$ cat src/rtl/tamagotchi_pkg.sv
// Shared tamagotchi definitions: default timing constants, button
// indices and the long-press hold FSM state encoding.
package tamagotchi_pkg;

    // 10 ms debounce and 1 s tick at 50 MHz, fire after 5 s
    localparam int DEF_DEBOUNCE_CYCLES = 500000;
    localparam int DEF_TICKS_PER_SEC   = 50000000;
    localparam int DEF_HOLD_SECONDS    = 5;

    // Position of each pushbutton in the conditioner's internal vectors
    localparam int IDX_SALUD     = 0;
    localparam int IDX_ENERGIA   = 1;
    localparam int IDX_HAMBRE    = 2;
    localparam int IDX_DIVERSION = 3;
    localparam int IDX_RESET     = 4;
    localparam int IDX_TEST      = 5;
    localparam int NUM_BTNS      = 6;

    typedef enum logic [1:0] {
        HOLD_IDLE    = 2'd0,
        HOLD_HOLDING = 2'd1,
        HOLD_FIRED   = 2'd2
    } hold_state_t;

endpackage

$ cat src/rtl/btn_debounce.sv
// Two-flop synchronizer plus debouncer for one pushbutton.
// Ports: clk, rst_n, i_raw (async button), o_level (debounced), o_rise (1-clk pulse).
module btn_debounce
    import tamagotchi_pkg::*;
#(
    parameter int DEBOUNCE_CYCLES = DEF_DEBOUNCE_CYCLES
) (
    input  logic clk,
    input  logic rst_n,
    input  logic i_raw,
    output logic o_level,
    output logic o_rise
);

    localparam int CW = (DEBOUNCE_CYCLES > 1) ? $clog2(DEBOUNCE_CYCLES) : 1;
    localparam logic [CW-1:0] CNT_LAST = CW'(DEBOUNCE_CYCLES - 1);

    logic          r_sync1;
    logic          r_sync2;
    logic          r_level;
    logic          r_level_d;
    logic          r_rise;
    logic [CW-1:0] r_cnt;

    always_ff @(posedge clk or negedge rst_n) begin
        if (!rst_n) begin
            r_sync1   <= 1'b0;
            r_sync2   <= 1'b0;
            r_level   <= 1'b0;
            r_level_d <= 1'b0;
            r_rise    <= 1'b0;
            r_cnt     <= '0;
        end else begin
            r_sync1   <= i_raw;
            r_sync2   <= r_sync1;
            r_level_d <= r_level;
            r_rise    <= r_level & ~r_level_d;
            // Counter tracks the run of samples disagreeing with the level
            if (r_sync2 == r_level) begin
                r_cnt <= '0;
            end else if (r_cnt == CNT_LAST) begin
                r_cnt   <= '0;
                r_level <= r_sync2;
            end else begin
                r_cnt <= r_cnt + 1'b1;
            end
        end
    end

    assign o_level = r_level;
    assign o_rise  = r_rise;

endmodule

$ cat src/rtl/btn_conditioner.sv
// Conditions the six tamagotchi pushbuttons: press pulses for care buttons,
// long-press pulses and held-second counts for reset/test.
// Ports: clk, rst_n, raw_* (async buttons), btn_* (1-clk pulses),
// count_reset/count_test (whole seconds held, saturating at 7).
module btn_conditioner
    import tamagotchi_pkg::*;
#(
    parameter int DEBOUNCE_CYCLES = DEF_DEBOUNCE_CYCLES,
    parameter int TICKS_PER_SEC   = DEF_TICKS_PER_SEC,
    parameter int HOLD_SECONDS    = DEF_HOLD_SECONDS
) (
    input  logic       clk,
    input  logic       rst_n,
    input  logic       raw_salud,
    input  logic       raw_energia,
    input  logic       raw_hambre,
    input  logic       raw_diversion,
    input  logic       raw_reset,
    input  logic       raw_test,
    output logic       btn_salud,
    output logic       btn_energia,
    output logic       btn_hambre,
    output logic       btn_diversion,
    output logic       btn_reset,
    output logic       btn_test,
    output logic [2:0] count_reset,
    output logic [2:0] count_test
);

    localparam int TW = (TICKS_PER_SEC > 1) ? $clog2(TICKS_PER_SEC) : 1;
    localparam logic [TW-1:0] TICK_LAST = TW'(TICKS_PER_SEC - 1);
    localparam logic [2:0]    CNT_FIRE  = 3'(HOLD_SECONDS - 1);

    logic [NUM_BTNS-1:0] w_raw;
    logic [NUM_BTNS-1:0] w_lvl;
    logic [NUM_BTNS-1:0] w_rise;
    logic                w_mask;
    logic [3:0]          r_care;

    assign w_raw = {raw_test, raw_reset, raw_diversion,
                    raw_hambre, raw_energia, raw_salud};

    for (genvar i = 0; i < NUM_BTNS; i++) begin : g_db
        btn_debounce #(
            .DEBOUNCE_CYCLES(DEBOUNCE_CYCLES)
        ) u_db (
            .clk    (clk),
            .rst_n  (rst_n),
            .i_raw  (w_raw[i]),
            .o_level(w_lvl[i]),
            .o_rise (w_rise[i])
        );
    end

    // Care presses are ignored while a long-press button is down
    assign w_mask = w_lvl[IDX_RESET] | w_lvl[IDX_TEST];

    always_ff @(posedge clk or negedge rst_n) begin
        if (!rst_n) begin
            r_care <= '0;
        end else begin
            r_care <= w_rise[3:0] & {4{~w_mask}};
        end
    end

    // h = 0 handles reset, h = 1 handles test
    for (genvar h = 0; h < 2; h++) begin : g_hold
        hold_state_t   r_state;
        logic [TW-1:0] r_tick;
        logic [2:0]    r_count;
        logic          r_fire;

        always_ff @(posedge clk or negedge rst_n) begin
            if (!rst_n) begin
                r_state <= HOLD_IDLE;
                r_tick  <= '0;
                r_count <= '0;
                r_fire  <= 1'b0;
            end else begin
                r_fire <= 1'b0;
                unique case (r_state)
                    HOLD_IDLE: begin
                        if (w_rise[IDX_RESET+h]) begin
                            r_state <= HOLD_HOLDING;
                            r_tick  <= '0;
                            r_count <= '0;
                        end
                    end
                    HOLD_HOLDING: begin
                        if (!w_lvl[IDX_RESET+h]) begin
                            r_state <= HOLD_IDLE;
                            r_tick  <= '0;
                            r_count <= '0;
                        end else if (r_tick == TICK_LAST) begin
                            r_tick  <= '0;
                            r_count <= r_count + 3'd1;
                            if (r_count == CNT_FIRE) begin
                                r_state <= HOLD_FIRED;
                                r_fire  <= 1'b1;
                            end
                        end else begin
                            r_tick <= r_tick + 1'b1;
                        end
                    end
                    HOLD_FIRED: begin
                        if (!w_lvl[IDX_RESET+h]) begin
                            r_state <= HOLD_IDLE;
                            r_tick  <= '0;
                            r_count <= '0;
                        end else if (r_tick == TICK_LAST) begin
                            r_tick <= '0;
                            if (r_count != 3'd7) begin
                                r_count <= r_count + 3'd1;
                            end
                        end else begin
                            r_tick <= r_tick + 1'b1;
                        end
                    end
                    default: begin
                        r_state <= HOLD_IDLE;
                        r_tick  <= '0;
                        r_count <= '0;
                    end
                endcase
            end
        end
    end

    assign btn_salud     = r_care[IDX_SALUD];
    assign btn_energia   = r_care[IDX_ENERGIA];
    assign btn_hambre    = r_care[IDX_HAMBRE];
    assign btn_diversion = r_care[IDX_DIVERSION];
    // Reset wins when both long presses fire together
    assign btn_reset     = g_hold[0].r_fire;
    assign btn_test      = g_hold[1].r_fire & ~g_hold[0].r_fire;
    assign count_reset   = g_hold[0].r_count;
    assign count_test    = g_hold[1].r_count;

endmodule

$ cat config.mk
export PLATFORM = sky130hd
export DESIGN_NAME = btn_conditioner
export DESIGN_NICKNAME = d
export VERILOG_FILES = /design/src/rtl/tamagotchi_pkg.sv /design/src/rtl/btn_debounce.sv /design/src/rtl/btn_conditioner.sv
export SDC_FILE = /design/constraint.sdc
export NUM_CORES = 1
export LEC_CHECK = 0
export ABC_AREA = 1
export CORE_UTILIZATION = 30
export CTS_CLUSTER_DIAMETER = 30
export DETAILED_ROUTE_END_ITERATION = 8
export GPL_TIMING_DRIVEN = 0
export PLACE_DENSITY_LB_ADDON = 0.25
export SLEW_MARGIN = 20
export SYNTH_ARGS = -nofsm -noshare
export SYNTH_HDL_FRONTEND = slang
export SYNTH_SLANG_ARGS = --single-unit
$ cat constraint.sdc
create_clock -name clk -period 1.7 [get_ports clk]
set_input_delay 0.17 -clock clk [delete_from_list [all_inputs] [get_ports clk]]
set_output_delay 0.17 -clock clk [all_outputs]
set_load 0.02 [all_outputs]
==> impl_results.md, run 1 <==
- Chain of cells forming the critical path: inv_1, ha_1, inv_2, nor2_2, inv_2, nand2_2, inv_2, nand4_1, buf_4, xor2_1, nor2_2
- Number of distinct library cells after synthesis: 43
- DRC violation total after the first TritonRoute iteration: 468
- Clock Skews: 0.0185 ns
- Antenna violations before repair: 0
- I/O pin count: 20
- Max transition margin: 0.684
- Pin count of the biggest net entering global routing: 89
- Commonest non-fill, non-tap cells in the layout: sky130_fd_sc_hd__nand2_1 (277), sky130_fd_sc_hd__nor2_1 (261), sky130_fd_sc_hd__dfrtp_1 (210)
- Worst slack, placed: -0.248 ns
- Floorplan row count: 71
- Maximum buffer depth of the clock tree: 3
- Starting density of the core: 0.305
- Ratio of routed vias to standard cells: 4.56
- Footprint of the multi-input gates: 5660 um2
- Flip-flop and latch count after synthesis: 212
- Die Height: 198 um
- Area of the placeable core: 37800 um2
- Final setup viols: 1
- Share of the core filled with cells in the final layout: 0.411
- Data arrival time at the worst-slack endpoint: 2.18 ns
- DP HPWL: 18100 um
- Worst path required time: 2.14 ns
- Final global-route overflow total: 0
- Endpoint class of the critical path: flip-flop
- Final Hold Violating Endpoints: 0
- Buffers on Ports: 19
- Critical path's most frequent cell: sky130_fd_sc_hd__inv_2
- Portion of the post-synthesis area used by sequential elements: 0.461
- Fraction of layout cells with a size suffix above 1: 0.187
- Number of buffers created by CTS: 67
- Tot Pwr: 18100 uW
- Power density relative to cell area: 1170 nW/um2
- Worst stage delay on the critical path: 0.37 ns
- Number of violations of the max-capacitance limit: 0
- Vias in the first global route: 9981
- Root Driver: sky130_fd_sc_hd__clkbuf_16
- Overall routed net length: 27000 um
- TritonCTS clock tree: done
- Area of the mapped netlist: 11500 um2
- Worst Max-Slew Pin Slew: 0.474 ns
- Net Count, Synth: 1519
- H-tree depth: 3
- Slowest cell on the critical path: sky130_fd_sc_hd__dfrtp_1
- Remaining DRCs: 0
- Count of flip-flops with a built-in enable after synthesis: 0
- Wire length of the first global-routing pass: 46300 um
- Routed len/inst: 12.4 um
- Setup repair after global routing missed its margin: yes
- Largest fanout of any net on the critical path: 6
- Final worst path period share: 1.02
- Full die area: 39200 um2
- Horiz. Die Dim: 198 um
- Post-CTS clock slew at the launch and capture registers of the worst setup and hold paths: 0.04 ns
- Hold/Removal Path Class: in -> reg
- Predominant post-synthesis flop cell: sky130_fd_sc_hd__dfrtp_1
- Commonest non-fill, non-tap cell in the layout: sky130_fd_sc_hd__nand2_1
- Routed Antenna Nets: 0
- Type of the worst setup path: reg -> reg
- Area growth from synthesis to layout: 34.7%
- Failing checks: negative setup slack
- Post-layout nets: 1652
- Highest clock frequency the design can meet: 576 MHz
- Mean instance size in the synthesized netlist: 7.72 um2
- FILL cells: 3738
- Leakage: 0.00685 uW
- IR drop worst, VDD: 0.589 mV
- Worst Setup Slack, final: -0.0360 ns
- Yosys Warn Count: 0
- Total via count in the routed design: 9977
- Clock insertion delay at the later pin of the skew report: 0.56 ns
- Routability cong.: 0.861
- Detailed Routing Iterations Pass 1: 5
- Number of pins exceeding their max-slew limit in the final report: 0
- Setup_tns: -0.0360 ns
- Cells after synthesis: 1491
- Async set or reset register ratio after synthesis: 1.00
- Run status: complete, but fails checks
- Area taken by flip-flops and latches: 5310 um2
- Post-layout min period: 1.74 ns
- Ant. Diodes: 0
- CP Launch Type: flip-flop
- Num Clock Sinks: 212
- Post-route worst hold slack: 0.0602 ns
- Total Routing Usage GR: 0.145
-- area by class of cell --
type	count	share of cell area
plain buffers	12	0.00727
clock buffers	84	0.120
clock inverters	38	0.0319
inverters	213	0.0527
multi-input cells	1054	0.365
flip-flops and latches	212	0.342
well taps	511	0.0412
repair buffers	64	0.0391
-- state kept, by name, indices dropped and copies added, names as in the netlist --
register,flops
g_db.u_db.r_cnt,114
g_db.u_db.o_level,6
count_reset,3
g_db.u_db.r_level_d,6
g_db.u_db.o_rise,6
btn_reset,1
r_care,4
g_hold.r_fire,1
g_db.u_db.r_sync1,6
g_hold.r_tick,52
count_test,3
g_hold.r_state,4
g_db.u_db.r_sync2,6
-- kinds of logic (layout without fill, tap and decap cells) --
family                   Yosys count  after routing  share of synthesized area
flip-flops                       212            212                      0.461
buffers and inverters            225            411                     0.0762
AO/OA/AOI/OAI                     84             84                     0.0415
adder cells (fa/ha/maj)           20             20                     0.0217
AND/OR/NAND/NOR                  885            885                      0.350
XOR/XNOR                          65             65                     0.0495
-- worst max-delay path: cells and delay by family (launching register included) --
family	cells	cell delay, ns
buffers and inverters	5	0.54
and+or+nand+nor	4	0.35
adders and majority gates	1	0.20
xor gates and xnor gates	1	0.17
DFF	1	0.37
-- final timing paths --
check                                     start                      to  slack, ns  cells after the start
setup reg to reg           g_hold[0].r_state[0]    g_hold[0].r_tick[12]      -0.04                     11
hold reg to reg            g_db[0].u_db.r_sync1    g_db[0].u_db.r_sync2       0.34                      0
max in group asynchronous                 rst_n  g_db[3].u_db.r_cnt[14]       0.83                      3
hold / removal                       raw_hambre    g_db[2].u_db.r_sync1       0.06                      1
setup / recovery           g_hold[0].r_state[0]    g_hold[0].r_tick[12]      -0.04                     11
min in group asynchronous                 rst_n     g_hold[1].r_tick[6]       0.11                      2
-- synth_stat cells, drive strengths merged (6+ instances only) --
library cell	n	area share
a21oi	38	0.018
buf	10	0.0058
dfrtp	212	0.46
ha	20	0.022
inv	211	0.069
nand2	307	0.10
nand3	103	0.047
nand3b	6	0.0050
nand4	60	0.033
nor2	319	0.11
nor3	72	0.036
nor3b	10	0.0074
nor4	6	0.0033
o21ai	31	0.014
xnor2	10	0.0076
xor2	55	0.042
-- power by group --
part / switching [uW] / leakage, uW / internal, uW
clock: 3560 / 0.00115 / 9090
sequential: 44.0 / 0.00292 / 5120
combinational: 200 / 0.00278 / 94.0
total: 3800 / 0.00685 / 14300
-- metrics by stage --
step	area, um2	cells
after floorplan	11500	1491
after global placement	12300	2021
after detailed placement	12400	2023
after CTS	14900	2155
after global routing	15500	2188
final	15500	2188
-- timing repair --
action / 4_1_cts / 5_1_grt
buffers inserted: 9 / 32
pin swaps: 3 / 26
setup endpoints to repair: 83 / 129
resized for setup: 29 / 102
gates cloned: 0 / 1
hold endpoints to repair: 210 / 0
hold buffers: 1 / 0
-- per-layer routing --
| layer | vias up | track usage | share of wire |
|---|---|---|---|
| met5 | - | 0 | 0 |
| met4 | 0 | 0.0620 | 0.031 |
| met3 | 73 | 0.0370 | 0.044 |
| met2 | 204 | 0.228 | 0.45 |
| met1 | 4657 | 0.187 | 0.47 |
| li1 | 5043 | - | - |
No activity file was read; power rests on OpenSTA's default activity.
==> run 2: changes to the inputs <==
Clock period 1.7 ns to 1.9 ns, I/O delays scaled along.
==> run 2 against run 1 <==
- the run now ends clean
- sequential power fell by 11%
- clock power decreased by 10%
- flip-flop and latch count stayed put
- non-clock buffer count shrank 36
- critical path type is now reg -> out
- largest power group unchanged
==> impl_results.md, run 2 (synthesized netlist as in run 1, its figures left out) <==
- DP HPWL: 18100 um
- Ant. Diodes: 0
- Register-to-Register Setup Slack: 0.14 ns
- WHS Path Cells: 1
- Overall routed net length: 26100 um
- Reg2reg path depth: 8
- FILL cells: 3789
- Run status: completed
- Share of power burned in the clock network: 0.700
- Largest Register: g_db.u_db.r_cnt
- Buffers on Ports: 19
- Post-layout min period: 1.80 ns
- Area of the placeable core: 37800 um2
- Post-CTS clock slew at the launch and capture registers of the worst setup and hold paths: 0.04 ns
- Post-route worst hold slack: 0.0820 ns
- Combinational share of power: 0.015
- Vias in the first global route: 9931
- Area growth from synthesis to layout: 29.1%
- Number of buffers created by CTS: 67
- DRC violation total after the first TritonRoute iteration: 494
- Data arrival time at the worst-slack endpoint: 1.61 ns
- I/O pin count: 20
- Type of the worst setup path: reg -> out
- Antenna violations before repair: 0
- Part of the power in registers: 0.285
- Largest fanout of any net on the critical path: 2
- Full die area: 39200 um2
- Power density relative to cell area: 1090 nW/um2
- Sw frac: 0.209
- Hold/Removal Path Class: in -> reg
- Tot Pwr: 16200 uW
- IR drop worst, VDD: 0.526 mV
- Commonest non-fill, non-tap cells in the layout: sky130_fd_sc_hd__nor2_1 (291), sky130_fd_sc_hd__nand2_1 (288), sky130_fd_sc_hd__dfrtp_1 (212)
- Maximum buffer depth of the clock tree: 3
- Die Height: 198 um
- Internal Pwr Total: 12800 uW
- Fraction of layout cells with a size suffix above 1: 0.131
- Share of the core filled with cells in the final layout: 0.394
- Final setup viols: 0
- Leakage: 0.00652 uW
- Worst Max-Slew Pin Slew: 0.473 ns
- Floorplan row count: 71
- Number of violations of the max-capacitance limit: 0
- Worst path required time: 1.71 ns
- Starting density of the core: 0.305
- Num Clock Sinks: 212
- Power spent charging and discharging nets: 3380 uW
- Commonest non-fill, non-tap cell in the layout: sky130_fd_sc_hd__nor2_1
- Routed Antenna Nets: 0
- Routed len/inst: 12.1 um
- Total Routing Usage GR: 0.143
- Footprint of the multi-input gates: 5360 um2
- Final Hold Violating Endpoints: 0
- Ratio of routed vias to standard cells: 4.51
- Max transition margin: 0.685
- Root Driver: sky130_fd_sc_hd__clkbuf_16
- Total via count in the routed design: 9713
- Final global-route overflow total: 0
- CP Launch Type: flip-flop
- Detailed Routing Iterations Pass 1: 7
- Final non-filler cell total: 2152
- Remaining DRCs: 0
- TritonCTS clock tree: done
- Highest clock frequency the design can meet: 555 MHz
- Area taken by flip-flops and latches: 5310 um2
- Clock Skews: 0.0180 ns
- Wire length of the first global-routing pass: 46000 um
- Routability cong.: 0.861
- Pin count of the biggest net entering global routing: 89
- Post-layout nets: 1616
- Count of placed standard cells including taps: 2023
- Number of pins exceeding their max-slew limit in the final report: 0
- H-tree depth: 3
- Endpoint class of the critical path: output port
- Clock insertion delay at the later pin of the skew report: 0.56 ns
- Final worst path period share: 0.948
- Horiz. Die Dim: 198 um
- Max reg flops: 114
- Registers with the highest flip-flop counts: g_db.u_db.r_cnt: 114 flops, g_hold.r_tick: 52 flops
[run 2: through the flow]
step                      setup slack (ns)  instance area [um2]  TNS (ns)
after floorplan                      0.368                11500         0
after global placement               -8.84                12300  -1868.27
after detailed placement           -0.0480                12400    -0.249
after CTS                           0.0440                14800         0
after global routing              -0.00214                14900  -0.00214
final                               0.0982                14900         0
[run 2: repair_timing]
| item | in CTS | in global routing |
|---|---|---|
| endpoints found under the hold margin | 151 | 0 |
| pin swaps | 0 | 3 |
| resized for setup | 2 | 14 |
| hold buffers | 1 | 0 |
| buffers inserted | 0 | 6 |
| endpoints found under the setup margin | 8 | 53 |
[run 2: layer usage]
| metal | global-route usage | wire (um) | vias to the layer above | share of wire |
|---|---|---|---|---|
| met3 | 0.0366 | 1120 | 67 | 0.043 |
| li1 | - | - | 4976 | - |
| met2 | 0.225 | 11500 | 181 | 0.44 |
| met5 | 0 | 0 | - | 0 |
| met1 | 0.185 | 12600 | 4489 | 0.48 |
| met4 | 0.0657 | 853 | 0 | 0.033 |
[run 2: cell type report]
| class | count | area share |
|---|---|---|
| clock inverters | 38 | 0.0333 |
| clock buffers | 84 | 0.125 |
| multi-input cells | 1054 | 0.361 |
| flip-flops and latches | 212 | 0.357 |
| repair buffers | 28 | 0.0205 |
| plain buffers | 12 | 0.00547 |
| well taps | 511 | 0.0430 |
| inverters | 213 | 0.0546 |
[run 2: power groups by stage]
stage / sequential, uW / combinational, uW / clock (uW)
final: 4610 / 242 / 11300
after global routing: 4610 / 289 / 11900
after CTS: 4610 / 252 / 11600
after detailed placement: 4680 / 249 / 0
after global placement: 4680 / 232 / 0
after floorplan: 4670 / 93.1 / 0
[run 2: path summary, 6_finish.rpt]
check	startpoint	end
worst min register to register	g_db[0].u_db.r_sync1	g_db[0].u_db.r_sync2
worst min-delay path	raw_hambre	g_db[2].u_db.r_sync1
worst max register to register	g_hold[1].r_state[1]	g_hold[1].r_tick[8]
max in group asynchronous	rst_n	g_db[3].u_db.r_cnt[14]
worst max-delay path	btn_reset	btn_test
min in group asynchronous	rst_n	g_hold[1].r_tick[19]
[run 2: critical path, stage by stage, from the launching register on]
cell,delay (ns)
sky130_fd_sc_hd__dfrtp_1,0.37
sky130_fd_sc_hd__nor2_1,0.10
sky130_fd_sc_hd__clkdlybuf4s50_1,0.60
